$ cat config.mk
export PLATFORM = sky130hd
export DESIGN_NAME = serial_adder_ctrl_flat
export DESIGN_NICKNAME = d
export VERILOG_FILES = /design/src/rtl/serial_adder_ctrl_if.sv /design/src/rtl/serial_adder_ctrl.sv /design/src/flat_wrapper.sv
export SDC_FILE = /design/constraint.sdc
export NUM_CORES = 1
export LEC_CHECK = 0
export CAP_MARGIN = 20
export CORE_MARGIN = 1
export CORE_UTILIZATION = 46
export CTS_BUF_LIST = sky130_fd_sc_hd__clkbuf_16
export DETAILED_ROUTE_END_ITERATION = 8
export MAX_ROUTING_LAYER = met4
export PLACE_DENSITY_LB_ADDON = 0.05
export REMOVE_ABC_BUFFERS = 1
export SYNTH_ARGS = -nofsm -noshare
export SYNTH_HDL_FRONTEND = slang
export SYNTH_HIERARCHICAL = 1
export SYNTH_SLANG_ARGS = --single-unit
$ cat constraint.sdc
create_clock -name i_clk -period 1.5 [get_ports i_clk]
set_clock_uncertainty 0.15 [all_clocks]
set_input_delay 0.45 -clock i_clk [delete_from_list [all_inputs] [get_ports i_clk]]
set_output_delay 0.45 -clock i_clk [all_outputs]
set_load 0.05 [all_outputs]
$ cat src/rtl/serial_adder_ctrl_if.sv
// Handshake and operand/result bundle for the bit-serial add/subtract controller.
// The master side issues requests; the slave side (the controller) returns status and results.
interface serial_adder_ctrl_if #(
    parameter int WIDTH = 8
);
    logic             start;
    logic             sub;
    logic [WIDTH-1:0] a_in;
    logic [WIDTH-1:0] b_in;
    logic             busy;
    logic             done;
    logic [WIDTH-1:0] result;
    logic             carry_out;
    logic             ovf;

    modport master (
        output start, sub, a_in, b_in,
        input  busy, done, result, carry_out, ovf
    );

    modport slave (
        input  start, sub, a_in, b_in,
        output busy, done, result, carry_out, ovf
    );
endinterface

$ cat src/rtl/serial_adder_ctrl.sv
// Bit-serial add/subtract controller: one full-adder cell is stepped over the
// operand pair LSB first, one bit per clock, with a registered carry.
// Subtraction uses two's complement (B inverted on load, carry-in forced to 1).

// Single full-adder cell shared by every bit position.
module fa (
    input  logic i_a,
    input  logic i_b,
    input  logic i_c,
    output logic o_sum,
    output logic o_carry
);
    assign o_sum   = i_a ^ i_b ^ i_c;
    assign o_carry = (i_a & i_b) | (i_c & (i_a ^ i_b));
endmodule

module serial_adder_ctrl #(
    parameter int WIDTH = 8
) (
    input  logic                 i_clk,
    input  logic                 i_clr_n,
    serial_adder_ctrl_if.slave   io_bus
);
    localparam int CW = (WIDTH > 1) ? $clog2(WIDTH) : 1;
    localparam logic [CW-1:0] LAST_BIT = CW'(WIDTH - 1);

    typedef enum logic [1:0] {
        ST_IDLE  = 2'd0,
        ST_SHIFT = 2'd1,
        ST_FIN   = 2'd2
    } state_t;

    state_t           r_state;
    state_t           w_state_nxt;

    logic [WIDTH-1:0] r_a_sr;
    logic [WIDTH-1:0] r_b_sr;
    logic [WIDTH-1:0] r_r_sr;
    logic [CW-1:0]    r_cnt;
    logic             r_c_ff;

    logic             r_busy;
    logic             r_done;
    logic [WIDTH-1:0] r_result;
    logic             r_carry_out;
    logic             r_ovf;

    logic             w_sum;
    logic             w_carry;
    logic             w_accept;
    logic             w_last;
    logic             w_busy_nxt;
    logic             w_done_nxt;

    // A new request is only taken while no operation is in flight.
    assign w_accept = ((r_state == ST_IDLE) || (r_state == ST_FIN)) && io_bus.start;
    assign w_last   = (r_cnt == LAST_BIT);

    fa u_fa (
        .i_a     (r_a_sr[0]),
        .i_b     (r_b_sr[0]),
        .i_c     (r_c_ff),
        .o_sum   (w_sum),
        .o_carry (w_carry)
    );

    // State register.
    always_ff @(posedge i_clk) begin
        if (!i_clr_n) begin
            r_state <= ST_IDLE;
        end else begin
            r_state <= w_state_nxt;
        end
    end

    // Next-state decode: FIN behaves like IDLE toward a new request, giving back-to-back ops.
    always_comb begin
        w_state_nxt = r_state;
        case (r_state)
            ST_IDLE:  begin
                if (io_bus.start) w_state_nxt = ST_SHIFT;
                else              w_state_nxt = ST_IDLE;
            end
            ST_SHIFT: begin
                if (w_last) w_state_nxt = ST_FIN;
                else        w_state_nxt = ST_SHIFT;
            end
            ST_FIN:   begin
                if (io_bus.start) w_state_nxt = ST_SHIFT;
                else              w_state_nxt = ST_IDLE;
            end
            default:  w_state_nxt = ST_IDLE;
        endcase
    end

    // Output decode from the upcoming state so BUSY/DONE come straight from flops.
    always_comb begin
        w_busy_nxt = 1'b0;
        w_done_nxt = 1'b0;
        case (w_state_nxt)
            ST_SHIFT: w_busy_nxt = 1'b1;
            ST_FIN:   w_done_nxt = 1'b1;
            default:  begin
                w_busy_nxt = 1'b0;
                w_done_nxt = 1'b0;
            end
        endcase
    end

    // Status output registers.
    always_ff @(posedge i_clk) begin
        if (!i_clr_n) begin
            r_busy <= 1'b0;
            r_done <= 1'b0;
        end else begin
            r_busy <= w_busy_nxt;
            r_done <= w_done_nxt;
        end
    end

    // Operand load, per-bit shifting and capture of the final result on the last bit.
    // r_c_ff during the last bit is the carry into the MSB, so it is XORed with the
    // carry out of the MSB to form the signed-overflow flag.
    always_ff @(posedge i_clk) begin
        if (!i_clr_n) begin
            r_a_sr      <= {WIDTH{1'b0}};
            r_b_sr      <= {WIDTH{1'b0}};
            r_r_sr      <= {WIDTH{1'b0}};
            r_cnt       <= {CW{1'b0}};
            r_c_ff      <= 1'b0;
            r_result    <= {WIDTH{1'b0}};
            r_carry_out <= 1'b0;
            r_ovf       <= 1'b0;
        end else if (w_accept) begin
            r_a_sr <= io_bus.a_in;
            r_b_sr <= io_bus.sub ? ~io_bus.b_in : io_bus.b_in;
            r_c_ff <= io_bus.sub;
            r_cnt  <= {CW{1'b0}};
        end else if (r_state == ST_SHIFT) begin
            r_r_sr <= {w_sum, r_r_sr[WIDTH-1:1]};
            r_a_sr <= {1'b0, r_a_sr[WIDTH-1:1]};
            r_b_sr <= {1'b0, r_b_sr[WIDTH-1:1]};
            r_c_ff <= w_carry;
            r_cnt  <= r_cnt + CW'(1);
            if (w_last) begin
                r_result    <= {w_sum, r_r_sr[WIDTH-1:1]};
                r_carry_out <= w_carry;
                r_ovf       <= r_c_ff ^ w_carry;
            end else begin
                r_result    <= r_result;
                r_carry_out <= r_carry_out;
                r_ovf       <= r_ovf;
            end
        end else begin
            r_a_sr <= r_a_sr;
            r_b_sr <= r_b_sr;
        end
    end

    assign io_bus.busy      = r_busy;
    assign io_bus.done      = r_done;
    assign io_bus.result    = r_result;
    assign io_bus.carry_out = r_carry_out;
    assign io_bus.ovf       = r_ovf;
endmodule

$ cat src/flat_wrapper.sv
// flat-port wrapper written by rule: the top's interface ports become plain ports
module serial_adder_ctrl_flat 
#(
    parameter int WIDTH = 8
)
  (i_clk, i_clr_n, io_bus_start, io_bus_sub, io_bus_a_in, io_bus_b_in, io_bus_busy, io_bus_done, io_bus_result, io_bus_carry_out, io_bus_ovf);
  serial_adder_ctrl_if #(.WIDTH(WIDTH)) io_bus_i ();
  input  logic i_clk;
  input  logic i_clr_n;
  input wire logic [$bits(io_bus_i.start)-1:0] io_bus_start;
  input wire logic [$bits(io_bus_i.sub)-1:0] io_bus_sub;
  input wire logic [$bits(io_bus_i.a_in)-1:0] io_bus_a_in;
  input wire logic [$bits(io_bus_i.b_in)-1:0] io_bus_b_in;
  output wire logic [$bits(io_bus_i.busy)-1:0] io_bus_busy;
  output wire logic [$bits(io_bus_i.done)-1:0] io_bus_done;
  output wire logic [$bits(io_bus_i.result)-1:0] io_bus_result;
  output wire logic [$bits(io_bus_i.carry_out)-1:0] io_bus_carry_out;
  output wire logic [$bits(io_bus_i.ovf)-1:0] io_bus_ovf;
  assign io_bus_i.start = io_bus_start;
  assign io_bus_i.sub = io_bus_sub;
  assign io_bus_i.a_in = io_bus_a_in;
  assign io_bus_i.b_in = io_bus_b_in;
  assign io_bus_busy = io_bus_i.busy;
  assign io_bus_done = io_bus_i.done;
  assign io_bus_result = io_bus_i.result;
  assign io_bus_carry_out = io_bus_i.carry_out;
  assign io_bus_ovf = io_bus_i.ovf;
  serial_adder_ctrl #(.WIDTH(WIDTH)) u_core (.i_clk(i_clk), .i_clr_n(i_clr_n), .io_bus(io_bus_i));
endmodule
# After elaboration in Yosys (flattened, before gate mapping)
# Index checks and enable logic that the tools add are counted.
[word_totals]
regBits = 42
inputBits = 20
output_inout_bits = 12
word_cells = 46
[op_classes]
n_addsub = 1
n_eq_ne = 5
mux = 12
bitwise_logic = 9
n_reduce_logical = 8
[ops]
columns = ["operator", "count"]
rows = [
  ["8-bit 2-to-1 mux", 5],
  ["8-bit NOT", 1],
  ["1-bit 2-to-1 mux", 5],
  ["2-bit by 1-bit equality test with 1-bit output (second input constant)", 2],
  ["2-bit equality test (second input constant)", 2],
  ["2-bit case mux with 2 select lines", 1],
  ["2-bit OR reduction", 2],
  ["3-bit by 1-bit adder with 3-bit output (second input constant)", 1],
  ["3-bit equality test (second input constant)", 1],
  ["3-bit AND reduction", 1],
  ["1-bit XOR", 3],
  ["1-bit bitwise AND", 2],
  ["2-bit zero test", 1],
  ["2-bit 2-to-1 mux", 1],
  ["1-bit NOT", 2],
  ["2-bit AND reduction", 1],
  ["2-bit nonzero test", 1],
  ["1-bit logical AND", 1],
  ["1-bit logical OR", 1],
  ["1-bit OR", 1],
]

# Depth between registers and ports, before layout
# Gate-level depths: netlist of the first run.
[logic_depth]
depth_word = 5
depth_mapped = 6
mapped_depth_nobuf = 5

# Hierarchy
# The synthesis of the first run kept the hierarchy.
[by_module_without_submodules]
columns = ["module", "instances", "cells_each", "area_per_inst_um2", "seq_area_each_um2"]
rows = [
  ["serial_adder_ctrl", 1, 197, 1710.4, 820.8],
  ["fa", 1, 1, 20.0, 0.0],
]

# Worst setup path before layout of the first run
# No wires, ideal clock.
[synth_path]
path_type = "register to register"
from = "register u_core.r_cnt[0]"
to = "register u_core.r_ovf, in the netlist u_core/io_bus.ovf"
setup_time_ps = 116
arrival_ps = 1214
t_required_ps = 1234
path_slack_ps = 20
stages_incl_launch_ff = 6
n_path_buf = 1
synth_period_minus_slack_ps = 1480
path_cell_list = "dfxtp_1 > ha_1 > ha_1 > and3b_1 > buf_4 > o211a_1"
[synth_via]
elab_chain_len = 2
[synth_lines]
columns = ["item", "line", "source"]
rows = [
  ["start, declared", "serial_adder_ctrl.sv:39", "logic [CW-1:0] r_cnt;"],
  ["start signal, assigned", "serial_adder_ctrl.sv:129", "r_cnt <= {CW{1'b0}};"],
  ["start signal, assigned", "serial_adder_ctrl.sv:138", "r_cnt <= {CW{1'b0}};"],
  ["start signal, assigned", "serial_adder_ctrl.sv:144", "r_cnt <= r_cnt + CW'(1);"],
  ["3-bit equality test", "serial_adder_ctrl.sv:57", "assign w_last = (r_cnt == LAST_BIT);"],
  ["3-bit AND reduction (no source line)", "-", ""],
  ["end signal, assigned", "serial_adder_ctrl.sv:148", "r_ovf <= r_c_ff ^ w_carry;"],
  ["end signal, assigned", "serial_adder_ctrl.sv:152", "r_ovf <= r_ovf;"],
  ["end, declared", "serial_adder_ctrl.sv:46", "logic r_ovf;"],
]
# No other way between the ends.
# A chain may end at the register's enable or synchronous reset.

# Worst setup path in the final report of the first run
[layout_path]
from = "input io_bus_start"
to = "register u_core.r_b_sr[6]"
[layout_via]
elab_chain_len = 2
elab_cells_between_ends = 3
cone_classes = "1 x mux; 2 x reduce/logical"
[layout_lines]
columns = ["item", "line", "source"]
rows = [
  ["start, declared", "flat_wrapper.sv:10", "input wire logic [$bits(io_bus_i.start)-1:0] io_bus_start;"],
  ["1-bit logical AND (*)", "serial_adder_ctrl.sv:56", "assign w_accept = ((r_state == ST_IDLE) || (r_state == ST_FIN)) && io_bus.start;"],
  ["8-bit 2-to-1 mux / 2-bit nonzero test (equally long branches)", "-", ""],
  ["end signal, assigned", "serial_adder_ctrl.sv:127", "r_b_sr <= {WIDTH{1'b0}};"],
  ["end signal, assigned", "serial_adder_ctrl.sv:136", "r_b_sr <= io_bus.sub ? ~io_bus.b_in : io_bus.b_in;"],
  ["end signal, assigned", "serial_adder_ctrl.sv:142", "r_b_sr <= {1'b0, r_b_sr[WIDTH-1:1]};"],
  ["end, declared", "serial_adder_ctrl.sv:37", "logic [WIDTH-1:0] r_b_sr;"],
]
# Every way passes the cells marked *; elsewhere a longest branch is shown, timed or not.

==> results of run 1 <==
placed cells by master, fill, tap and decap left out, types with 6 or more instances in the layout:
cell              n
clkdlybuf4s50_1  19
nand2_1          56
o21ai_0           7
nor2_1            6
a21boi_0         15
xor2_1            8
dfxtp_1          40
buf_4             6
buf_12           15
a31oi_1           7
report_power, final:
part | switching (uW) | internal [uW] | leakage, uW
Combinational | 152 | 163 | 0.000483
Sequential | 36.1 | 1140 | 0.000335
Clock | 402 | 601 | 0.0000687
Total | 590 | 1910 | 0.000887
flip-flops by register name, summed over array words and instances (netlist names):
name	count
u_core/io_bus.result	8
u_core/r_a_sr	8
u_core/r_b_sr	8
u_core/r_r_sr	7
u_core/r_cnt	3
u_core/r_state	2
u_core/io_bus.busy	1
u_core/io_bus.carry_out	1
u_core/io_bus.done	1
u_core/io_bus.ovf	1
u_core/r_c_ff	1
path summary, 6_finish.rpt:
check	to	slack, ps	startpoint
min	u_core/io_bus.result[0]	320	u_core/r_r_sr[1]
max	u_core/r_b_sr[6]	20	io_bus_start
min reg2reg	u_core/io_bus.result[0]	320	u_core/r_r_sr[1]
max reg2reg	u_core/io_bus.ovf	80	u_core/r_a_sr[0]
worst max-delay path, delay by kind of cell:
kind / cells / cell delay, ps
buffers and inverters: 2 / 680
AND/OR/NAND/NOR: 1 / 170
AO/OA/AOI/OAI: 2 / 230
cell families after synthesis:
family,count (synthesis),share of synthesized area (%)
AND/OR/NAND/NOR,81,20.0
AO/OA/AOI/OAI,47,18.8
flip-flops,41,47.4
buffers and inverters,16,6.15
XOR/XNOR,10,5.06
adder cells (fa/ha/maj),3,2.60
final cells by class:
cell class / instances / area [um^2] / area share (%)
timing repair buffer: 41 / 547 / 22.7
clock buffer: 5 / 125 / 5.20
multi-input combinational: 142 / 842 / 35.0
clock inverter: 3 / 12.5 / 0.520
sequential: 41 / 822 / 34.2
tap: 46 / 57.6 / 2.39
stage by stage:
step	util (%)	TNS [ps]
after floorplan	-	0
after global placement	64.1	-4640
after detailed placement	64.1	-6260
after CTS	68.4	0
after global routing	69.4	-623
final	69.4	0
layer usage:
metal	track usage [%]	up-vias	wire length (um)
met2	36.8	35	1860
li1	-	734	-
met3	6.16	2	172
met4	5.97	0	19
met5	-	-	0
met1	19.8	690	1540
timing repair:
action                                 4_1_cts  5_1_grt
resized for setup                            3       12
pin swaps                                    0        0
setup endpoints to repair                   12       17
endpoints found under the hold margin        0        0
gates cloned                                 1        0
==> results.tsv, run 1 <==
metric	value	unit
status	complete, no violations	
clk_pin_slew_worst_paths	60	ps
dieArea	4010	um^2
slew_viol_final	0	
cts_tree	done	
crit_path_max_incr_delay	490	ps
post-cts-setup-buffers	0	
vias_per_cell	5.26	
syn_area_per_cell	8.74	um^2
clockBufferDepth	2	
crit_path_end_kind	flop	
clk_latency	280	ps
setup_viol	0	
wire_per_inst	12.9	um
syn_inst	198	
r2r.worst_path.cells	4	
cts.sinks	41	
cts_hold_buf	0	
drive_above_1_share	15.5	%
syn_to_final_growth	39.0	%
relSlewSlack	84.2	%
post-route-drc-count	0	
synth_edf_count	0	
ys_seq_area_share	47.4	%
final_cell_count_no_fill	278	
die_w	63.3	um
synth_common_cells	56 x nand2_1, 41 x dfxtp_1, 19 x a21boi_0	
synth_top_area_share	47.4	%
diodes	0	
placed_area	2220	um^2
vias	1461	
hold_ws	316	ps
start_util	49.9	%
min_period	1480	ps
core.rowCount	21	
n_fill_cell	290	
worstMarginPinSlew	237	ps
critPathSlowestCell	clkdlybuf4s50_1	
ios	32	
clock.fmax	676	MHz
finalCritPeriodShare	98.6	%
nets	254	
ys_ff_latch	41	
whs_path_depth	2	
cts_root_buffer	clkbuf_16	
cts-buffers-inserted	5	
maxCapViolCount	0	
p_per_area	1040	nW/um^2
synth-async-reset-ratio	0	%
synth_cell_types	27	
grt_max_degree	40	
coreArea	3470	um^2
ys_warn_count	6	
synth_top_area_cell	dfxtp_1	
synth.area.top_cells	dfxtp_1 47%, nand2_1 12%, a21boi_0 8.2%	
hold_path.class	flop to flop	
place_ws	-298	ps
grt_antenna_before_repair	0	
grt_pass1_wl	5.96	mm
dr.pass1.iters	4	
crit_required	1550	ps
drt_iter0_markers	69	
timing.final.ws_setup	21.4	ps
die_h	63.3	um
power	2500	uW
arrival	1530	ps
synth_ff_type	dfxtp_1	
gp_congestion	0.766	
htreeDepth	2	
rsz0062_at_grt	yes	
yosysMostFrequentCell	nand2_1	
grt_pass1_vias	1410	
ant_nets	0	
power.leakage	0.000887	uW
crit_fanout	9	
startpoint_type	input port	
port_buffers	31	
place_inst	269	
setup.worst_path.class	input port to flop	
routed_wl	3.59	mm
crit_chain	clkdlybuf4s50_1 -> nor2b_2 -> buf_4 -> a22oi_2 -> a21boi_0	
final_area	2410	um^2
dpl.hpwl	2.35	mm
irDropWorstVdd	0.697	mV
syn_area	1730	um^2
grt_overflow	0	
grt_use_total	19.9	%
hold_viol_final	0	
Power figures use the tool's default switching activity.
==> run 2: changes to the inputs <==
ABC_CLOCK_PERIOD_IN_PS = 1900   (was unset)
CORE_ASPECT_RATIO = 0.75   (was unset)
CORE_UTILIZATION = 55   (was 46)
clock period = 1.9 ns   (was 1.5 ns; I/O delays follow)
==> run 2 against run 1 <==
  * Sequential cell count unchanged
  * Sequential share of layout area increased by 0.32 points
  * Global-route usage increased by 5.2 points
  * Critical path depth unchanged
  * Combinational power decreased by 24%
  * Via count decreased by 0.75%
  * Die area decreased by 16%
  * Wire length increased by 4.2%
  * Setup slack improved by 170 ps
  * Register-to-register slack improved by 110 ps
  * Clock power increased by 7%
==> results.tsv, run 2 (same netlist as run 1, synthesis figures left out) <==
metric	value	unit	change
status	complete, no violations		
place_ws	5.72	ps	+303 ps
reg2reg_slack	190	ps	+110 ps
irDropWorstVdd	0.840	mV	+21%
vias_per_cell	5.39		+2.6%
slew_viol_final	0		unchanged
setup.worst_path.class	flop to flop		
grt_max_degree	40		unchanged
register_area	821	um^2	-0.15%
layout_commonest_cell	nand2_1		
grt_overflow	0		unchanged
syn_to_final_growth	37.5	%	
whs_path_depth	2		unchanged
p_per_area	940	nW/um^2	-9.4%
hold_viol_final	0		unchanged
relSlewSlack	68.8	%	-15 points
clk_pin_slew_worst_paths	60	ps	about the same
coreArea	2960	um^2	-15%
min_to	u_core/r_a_sr[7]		
cp.buffers_inverters	0		-2
critical_path_depth	5		unchanged
grt_pass1_wl	6.07	mm	+1.9%
htreeDepth	2		unchanged
cts-buffers-inserted	5		unchanged
die_h	50.6	um	-20%
n_fill_cell	205		-29%
crit_path_end_kind	flop		
dieArea	3380	um^2	-16%
nets	253		-0.39%
rsz0062_at_grt	no		
vias	1450		-0.75%
cts_tree	done		
worstMarginPinSlew	468	ps	+231 ps
drive_above_1_share	13.0	%	-2.5 points
clock.fmax	586	MHz	
start_util	58.5	%	+8.6 points
cts_hold_buf	0		unchanged
clk_latency	280	ps	about the same
startpoint	u_core/r_cnt[0]		
ios	32		unchanged
ant_nets	0		unchanged
path_delay_family	simple AND/OR/NAND/NOR gates		
crit_fanout	13		+4
grt_use_total	25.1	%	+5.2 points
critPathSlowestCell	and3b_1		
arrival	1730	ps	+200 ps
maxCapViolCount	0		unchanged
crit_required	1920	ps	+370 ps
r2r_end	u_core/io_bus.ovf		
die_w	66.8	um	+5.4%
min_period	1710	ps	
diodes	0		unchanged
crit_chain	ha_1 -> ha_1 -> and3b_1 -> nand2_1 -> o211a_1		
timing.final.ws_setup	194	ps	+173 ps
grt_antenna_before_repair	0		unchanged
finalCritPeriodShare	89.8	%	
multi_input_area	803	um^2	-4.6%
final_cell_count_no_fill	269		-3.2%
crit_top_cell	ha_1		
cts.sinks	41		unchanged
post_cts_resized	0		-3
final_cell_mix	56 x nand2_1, 41 x dfxtp_1, 19 x clkdlybuf4s50_1, 19 x a21boi_0, 13 x buf_12		
cts_root_buffer	clkbuf_16		
dpl.hpwl	2.37	mm	+0.56%
core.rowCount	17		-19%
rr_startpoint	u_core/r_cnt[0]		
power	2240	uW	-10%
dr.pass1.iters	4		unchanged
clockBufferDepth	2		unchanged
post-cts-setup-buffers	0		unchanged
grt_pass1_vias	1424		+0.99%
drt_iter0_markers	85		+23%
startpoint_type	flop		
hold_path.class	flop to flop		
port_buffers	31		unchanged
tns	0	ps	unchanged
r2r.worst_path.cells	5		+1
wire_per_inst	13.9	um	+7.7%
power.leakage	0.000898	uW	+1.3%
setup_viol	0		unchanged
gp_congestion	0.822		+7.3%
hold_start	u_core/r_a_sr[7]		
post-route-drc-count	0		unchanged
routed_wl	3.74	mm	+4.2%
crit_path_max_incr_delay	460	ps	-30 ps
place_inst	261		-3.0%
hold_ws	312	ps	-3.84 ps
==> run 2: power by group <==
part	switching, uW	internal, uW
Sequential	28.6	902
Clock	319	749
Combinational	118	119
==> run 2: per-stage QoR <==
stage / instance area [um^2] / util (%)
floorplan: 1620 / -
global placement: 2190 / 74.1
detailed placement: 2190 / 74.1
CTS: 2380 / 80.5
global route: 2380 / 80.5
finish: 2380 / 80.5
==> run 2: worst max path at each step <==
stage	to	slack (ps)
2_1_floorplan	u_core/io_bus.busy	280
3_3_place_gp	u_core/r_a_sr[0]	80
3_5_place_dp	u_core/r_b_sr[3]	6
4_1_cts	u_core/io_bus.ovf	150
5_1_grt	u_core/io_bus.result[1]	60
6_report	u_core/io_bus.ovf	190
==> run 2: worst register-to-register path: cells and delay by family, from the launching register on <==
| family | cells | cell delay (ps) |
|---|---|---|
| adders and majority gates | 2 | 330 |
| DFF | 1 | 360 |
| AOI/OAI and AO/OA | 1 | 150 |
| and+or+nand+nor | 2 | 590 |
==> run 2: cell type report <==
| cell class | instances | share of cell area (%) |
|---|---|---|
| Sequential cell | 41 | 34.5 |
| Timing Repair Buffer | 41 | 21.8 |
| Multi-Input combinational cell | 141 | 33.8 |
| Tap cell | 38 | 2.00 |
| Clock buffer | 5 | 5.26 |
| Clock inverter | 3 | 2.73 |
==> run 2: metal layers <==
| metal | part of all wire (%) | up-vias | global-route usage, % |
|---|---|---|---|
| li1 | - | 727 | - |
| met1 | 45 | 692 | 27.6 |
| met2 | 51 | 28 | 42.6 |
| met3 | 3.7 | 3 | 8.86 |
| met4 | 0.27 | 0 | 7.45 |
| met5 | 0 | - | - |
==> run 3: changes to the inputs <==
CAP_MARGIN = 5   (was 20)
==> results of run 3 <==
No change in the layout: final DEF, timing and power equal those of run 2.
